## config.mk

```make
export PLATFORM = sky130hd
export DESIGN_NAME = if_id_queue_flat
export DESIGN_NICKNAME = d
export VERILOG_FILES = /design/src/rtl/if_id_queue_if.sv /design/src/rtl/if_id_queue.sv /design/src/flat_wrapper.sv
export SDC_FILE = /design/constraint.sdc
export NUM_CORES = 1
export LEC_CHECK = 0
export CAP_MARGIN = 20
export CORE_MARGIN = 2
export CORE_UTILIZATION = 25
export DETAILED_ROUTE_END_ITERATION = 10
export GPL_ROUTABILITY_DRIVEN = 0
export PLACE_DENSITY = 0.4
export SLEW_MARGIN = 20
export SYNTH_ARGS = -nofsm -noshare
export SYNTH_HDL_FRONTEND = slang
export SYNTH_SLANG_ARGS = --single-unit
```

## constraint.sdc

```tcl
create_clock -name clk -period 5.7 [get_ports clk]
set_clock_uncertainty 0.15 [all_clocks]
set_input_delay 1.71 -clock clk [delete_from_list [all_inputs] [get_ports clk]]
set_output_delay 1.71 -clock clk [all_outputs]
set_load 0.01 [all_outputs]
```

## src/rtl/if_id_queue_if.sv

```systemverilog
// Fetch-to-decode handshake bundle for if_id_queue.
// The queue uses the slave modport; the fetch/decode side uses master.
interface if_id_queue_if;
  logic        in_valid;
  logic [31:0] in_inst;
  logic [63:0] in_pc;
  logic        in_ready;
  logic        out_valid;
  logic [31:0] out_inst;
  logic [63:0] out_pc;
  logic        out_ready;

  modport master (
    output in_valid, in_inst, in_pc, out_ready,
    input  in_ready, out_valid, out_inst, out_pc
  );

  modport slave (
    input  in_valid, in_inst, in_pc, out_ready,
    output in_ready, out_valid, out_inst, out_pc
  );
endinterface

```

## src/rtl/if_id_queue.sv

```systemverilog
// IF/ID instruction queue: circular buffer of DEPTH {inst, pc} entries between fetch and decode.
// Optional same-cycle bypass when empty is compiled in with IF_ID_QUEUE_BYPASS_EN.
module if_id_queue #(
  parameter int DEPTH = 4
) (
  input  logic                     clk,
  input  logic                     rst,
  input  logic                     flush,
  output logic [$clog2(DEPTH):0]   count,
  if_id_queue_if.slave             q
);
  localparam int AW = $clog2(DEPTH);
  localparam int CW = AW + 1;

  typedef struct packed {
    logic [31:0] inst;
    logic [63:0] pc;
  } entry_t;

  entry_t          mem [DEPTH];
  logic [AW-1:0]   head, tail;
  logic [CW-1:0]   cnt;

  logic empty, full, stored_vld, byp, push, pop, wr;

  assign empty = (cnt == '0);
  assign full  = (cnt == CW'(DEPTH));
  assign count = cnt;

  always_comb begin
    byp = 1'b0;
`ifdef IF_ID_QUEUE_BYPASS_EN
    byp = empty & q.in_valid & ~flush;
`endif
    stored_vld  = ~empty & ~flush;
    q.in_ready  = ~full & ~flush;
    q.out_valid = stored_vld | byp;
    q.out_inst  = '0;
    q.out_pc    = '0;
    if (stored_vld) begin
      q.out_inst = mem[head].inst;
      q.out_pc   = mem[head].pc;
    end else if (byp) begin
      q.out_inst = q.in_inst;
      q.out_pc   = q.in_pc;
    end
    push = q.in_valid & q.in_ready;
    pop  = stored_vld & q.out_ready;
    // A bypassed entry that decode takes immediately never lands in storage.
    wr   = push & ~(byp & q.out_ready);
  end

  always_ff @(posedge clk) begin
    if (!rst) begin
      head <= '0;
      tail <= '0;
      cnt  <= '0;
    end else if (flush) begin
      head <= '0;
      tail <= '0;
      cnt  <= '0;
    end else begin
      if (wr)  tail <= tail + AW'(1);
      if (pop) head <= head + AW'(1);
      cnt <= cnt + CW'(wr) - CW'(pop);
    end
  end

  // Storage is not reset; entries are only observable through count.
  always_ff @(posedge clk) begin
    if (rst && wr) mem[tail] <= '{inst: q.in_inst, pc: q.in_pc};
  end
endmodule

```

## src/flat_wrapper.sv

```systemverilog
// flat-port wrapper written by rule: the top's interface ports become plain ports
module if_id_queue_flat 
#(
  parameter int DEPTH = 4
)
  (clk, rst, flush, count, q_in_valid, q_in_inst, q_in_pc, q_out_ready, q_in_ready, q_out_valid, q_out_inst, q_out_pc);
  if_id_queue_if q_i ();
  input  logic clk;
  input  logic rst;
  input  logic flush;
  output logic [$clog2(DEPTH):0] count;
  input wire logic [$bits(q_i.in_valid)-1:0] q_in_valid;
  input wire logic [$bits(q_i.in_inst)-1:0] q_in_inst;
  input wire logic [$bits(q_i.in_pc)-1:0] q_in_pc;
  input wire logic [$bits(q_i.out_ready)-1:0] q_out_ready;
  output wire logic [$bits(q_i.in_ready)-1:0] q_in_ready;
  output wire logic [$bits(q_i.out_valid)-1:0] q_out_valid;
  output wire logic [$bits(q_i.out_inst)-1:0] q_out_inst;
  output wire logic [$bits(q_i.out_pc)-1:0] q_out_pc;
  assign q_i.in_valid = q_in_valid;
  assign q_i.in_inst = q_in_inst;
  assign q_i.in_pc = q_in_pc;
  assign q_i.out_ready = q_out_ready;
  assign q_in_ready = q_i.in_ready;
  assign q_out_valid = q_i.out_valid;
  assign q_out_inst = q_i.out_inst;
  assign q_out_pc = q_i.out_pc;
  if_id_queue #(.DEPTH(DEPTH)) u_core (.clk(clk), .rst(rst), .flush(flush), .count(count), .q(q_i));
endmodule
```

# Word level (Yosys, flattened, before mapping)

Memory sizes are Yosys's and may differ from the RTL's. A register that Yosys moved wholly into a read port is not among the register bits.
Cells that the tools add are included.

Bits in writable memories: 384
Output and inout port bits: 101
Register bits after elaboration: 7
Logic and storage cells: 26
Bits of input ports: 101
Memories: 1

Memories:

| memory     | words | width | read ports | clocked after memory_dff | write ports | line              | text |
|---|---|---|---|---|---|---|---|
| u_core.mem | 4     | 96    | 1          | 1                        | 1           | if_id_queue.sv:20 | `entry_t mem [DEPTH];` |

Reduce and logical (&&, ||, !) cells: 3
Equality and inequality tests: 1
Add/sub/neg operators: 4
Bitwise operators: 8
Muxes and demuxes: 6

Operators by type and width:

| operator            | number |
|---|---|
| $mux 64             | 1 |
| $mux 32             | 1 |
| $add 2x1->2 const B | 2 |
| $and 1x1->1         | 4 |
| $mux 2              | 2 |
| $not 1->1           | 4 |
| $add 3x1->3         | 1 |
| $eq 3x3->1 const B  | 1 |
| $logic_not 3->1     | 1 |
| $sub 3x1->3         | 1 |
| $mux 1              | 2 |
| $reduce_or 2->1     | 1 |
| $logic_and 1x1->1   | 1 |

# Logic depth before layout (Yosys ltp)

Depth in word-level cells: 7
Mapped depth: 10

# Worst setup path before layout

No wires, ideal clock.

Kind: input port to flip-flop
From: input flush
To: memory u_core.mem[0][0] (netlist bit), enable pin
Data arrival time: 4.606 ns
Buffers on the path: 1
Data required time: 5.084 ns
Stages: 4
Setup slack: 0.477 ns
Setup time: 0.466 ns
Cell sequence: clkbuf_1 > nand2b_1 > nor2_1 > and3_1

Cells in the longest elaborated chain, start to end: 6

RTL lines:

| item                         | line               | text |
|---|---|---|
| from (decl)                  | flat_wrapper.sv:10 | `input logic flush;` |
| $not 1->1                    | if_id_queue.sv:36  | `q.in_ready = ~full & ~flush;` |
| $and 1x1->1                  | if_id_queue.sv:36  |  |
| $and 1x1->1                  | if_id_queue.sv:47  | `push = q.in_valid & q.in_ready;` |
| $logic_and 1x1->1            | if_id_queue.sv:71  | `if (rst && wr) mem[tail] <= '{inst: q.in_inst, pc: q.in_pc};` |
| $mux 1                       | if_id_queue.sv:71  |  |
| $mux 1 (not written as such) | if_id_queue.sv:71  |  |
| to (decl)                    | if_id_queue.sv:20  |  |

No other way between the ends.

# Worst setup path after layout

From: input flush
To: output q_out_inst[25]

Cells in the longest elaborated chain, start to end: 3

RTL lines:

| item        | line               | text |
|---|---|---|
| $not 1->1   | if_id_queue.sv:35  | `stored_vld = ~empty & ~flush;` |
| $and 1x1->1 | if_id_queue.sv:35  |  |
| $mux 32     | if_id_queue.sv:40  | `if (stored_vld) begin` |
| to (decl)   | flat_wrapper.sv:18 | `output wire logic [$bits(q_i.out_inst)-1:0] q_out_inst;` |

No other way between the ends.

==> summary.txt <==
Power and ir drop
  – Pleak: 6.01 nW
  – Pwr Density: 318 nW/um^2
  – Switching Fraction: 19.6%
  – Sequential share of power: 51.8%
  – Final Power: 0.00619 W
  – Clock power frac: 44.1%
  – Net Sw Power: 0.00121 W
  – P_int: 0.00498 W
  – Maximum vdd drop: 0.170 mV
  – Comb power frac: 4.1%

Critical path
  – Worst-path cell chain: clkdlybuf4s50_1 > nor2_4 > buf_12 > and2_1 > clkdlybuf4s50_1
  – Crit path max fanout: 53
  – CP most frequent cell: clkdlybuf4s50_1
  – Crit. End Element: output port
  – CP max stage delay: 0.54 ns
  – WS Path Type: in2out
  – R2r startpoint: u_core.count[1]
  – R2R Path End: u_core.count[2]
  – Flop-to-flop setup slack: 3.17 ns
  – Last element of the critical path: q_out_inst[25]
  – Crit path launch type: primary input
  – CP delay by family, top: buffers and inverters
  – Max stage delay cell, worst path: clkdlybuf4s50_1
  – WP data required: 3.84 ns
  – Worst path arrival time: 3.34 ns
  – CP Buf/Inv Count: 3
  – Crit path from: flush
  – Worst reg2reg path depth: 10
  – CP Depth: 5

Detailed routing
  – Drt drc: 0
  – TritonRoute pass-1 iters: 4
  – Initial DRC count: 379
  – Vias: 7,156
  – Final wirelength: 34,300 um
  – Routed Antenna Nets: 0
  – WL/cell: 20.2 um
  – Vias/cell: 4.21

Clock network
  – Hold Buf Count CTS: 0
  – TritonCTS Buffers: 46
  – CTS root buf: clkbuf_16
  – CTS tree: yes
  – CTS H-tree lvls: 2
  – Postcts setup bufs: 0
  – Post-cts resize count: 0
  – CTS Buffer Depth: 3
  – CTS clk-pin slew, worst paths: 0.06 ns
  – Skew-Pair Late Insertion Delay: 0.55 ns
  – Sink Count: 393

Timing
  – Slew Limit Fails: 0
  – Fmax: 192 MHz
  – Final Hold Fails: 0
  – RSZ-0062 raised after global routing: false
  – Setup TNS: 0 ns
  – Final Setup Violations: 0
  – Final Cycle Share: 91.3%
  – Worst rel slew slack: 49.4%
  – Minimum clock period: 5.20 ns
  – Hold_ws: 0.358 ns
  – Actual slew at the worst max-slew pin: 0.760 ns

Global routing
  – Initial antenna violation count: 5
  – Remaining Overflow, GRT: 0
  – Total GRT Usage: 11.1%
  – Largest net degree at the start of global routing: 54
  – First-pass GRT wire length: 51,300 um
  – Vias in the first global route: 7,732

Placement
  – Buffers added on ports: 201
  – Placed Instances: 1,626
  – Post-DP HPWL: 20,400 um

Cells and area
  – N_diodes: 0
  – Final net count: 1,009
  – Most frequent cells in the layout: edfxtp_1 (384), clkdlybuf4s50_1 (201), and2_1 (98), mux4_2 (96), clkbuf_16 (49)
  – Register area: 11,700 um^2
  – Final design utilization: 33.0%
  – Final std cells w/o fill: 1,700
  – Commonest non-fill, non-tap cell in the layout: edfxtp_1
  – Layout cells sized above 1: 19.7%
  – P&R area growth vs syn: 30.1%
  – Layout fillers: 5,579
  – Multi-input gate area: 3090 um^2

Flow run
  – # Max-Cap Violations: 0

Yosys
  – Seq/Total Area, Yosys: 78.1%
  – EDFF count, synth: 384
  – Yosys Warn Count: 0
  – FFs w/ async S/R, synth: 0%
  – Cell Area, Synth: 15,000 um^2
  – Syn avg cell area: 22.6 um^2
  – Top_reg_cell synth: edfxtp_1
  – Cells after synthesis: 664
  – Post-Syn Nets: 772
  – Post-synthesis cell type count: 29
  – Post-synthesis register bit count: 393

Floorplan
  – Die area: 61,900 um^2
  – Core Region: 59,100 um^2
  – Row Count: 89
  – IO Pins: 202
  – Die H: 249 um
  – Die extent in x: 249 um
  – Initial core utilization: 25.3%

Run status
  – Status: finished, final reports clean

Worst hold path
  – Min-delay worst type: reg2reg
[state kept, by name, indices dropped and copies added, names as in the netlist, named ones only]
signal / cells
u_core.count: 3
u_core.head: 2
u_core.mem: 384
u_core.tail: 2
[tightest hold or removal path, cell delays in order, from the launching register on]
cell and delay, ns:
dfxtp_1 0.31, o31ai_1 0.07, a21oi_1 0.08
[per-layer routing]
| layer | vias to the layer above | GRT usage, % | part of all wire, % |
|---|---|---|---|
| met5 | - | 0 | 0.20 |
| met4 | 10 | 3.97 | 2.4 |
| met3 | 65 | 3.00 | 5.5 |
| met2 | 160 | 18.4 | 49 |
| met1 | 3747 | 14.1 | 43 |
| li1 | 3174 | - | - |
[synth_stat cells (all sizes together), types with 2 or more instances]
master,instances,area share [%]
clkbuf,15,0.38
a31o,2,0.12
buf,18,0.91
nand2b,2,0.083
nor3,3,0.13
nor2,6,0.17
edfxtp,384,77
ha,6,0.50
mux4,96,14
inv,6,0.15
nand2,3,0.075
and3,4,0.17
a21oi,2,0.067
and2,98,4.1
dfxtp,9,1.2
[worst min-delay path by stage]
| stage | from | end | slack (ns) | cells after the start |
|---|---|---|---|---|
| 2_1_floorplan | u_core.head[1] | flip-flop | 0.30 | 2 |
| 3_3_place_gp | u_core.head[1] | flip-flop | 0.32 | 2 |
| 3_5_place_dp | u_core.head[1] | flip-flop | 0.33 | 2 |
| 4_1_cts | u_core.head[1] | flip-flop | 0.35 | 2 |
| 5_1_grt | u_core.tail[1] | u_core.tail[1] | 0.38 | 2 |
| 6_report | u_core.head[1] | flip-flop | 0.36 | 2 |
[area by class of cell]
type	count	area share, %
Sequential cell	393	60.1
Multi-Input combinational cell	232	15.8
Timing Repair Buffer	222	11.9
Clock buffer	62	6.54
Tap cell	773	4.96
Clock inverter	12	0.546
Inverter	6	0.116
[per-stage QoR]
step | cell area, um^2 | setup slack [ns]
floorplan | 15000 | 0.477
global placement | 18100 | 0.471
detailed placement | 18100 | 0.466
CTS | 19500 | 0.463
global route | 19500 | 0.395
finish | 19500 | 0.497
[cell families after synthesis]
kind of cell	Yosys count	synth area share [%]
xor gates and xnor gates	1	0.0585
muxes	97	14.5
DFF	393	78.1
buffers and inverters	39	1.44
AOI/OAI and AO/OA	7	0.334
adders and majority gates	7	0.634
and+or+nand+nor	120	4.90
[power groups by stage]
stage	clock, W	combinational [W]	sequential (W)
after detailed placement	0	0.000260	0.00327
after floorplan	0	0.0000837	0.00327
after global routing	0.00295	0.000277	0.00321
after global placement	0	0.000259	0.00327
after CTS	0.00285	0.000261	0.00321
final	0.00273	0.000254	0.00321
Note: power is estimated with default switching activity, not from simulation.
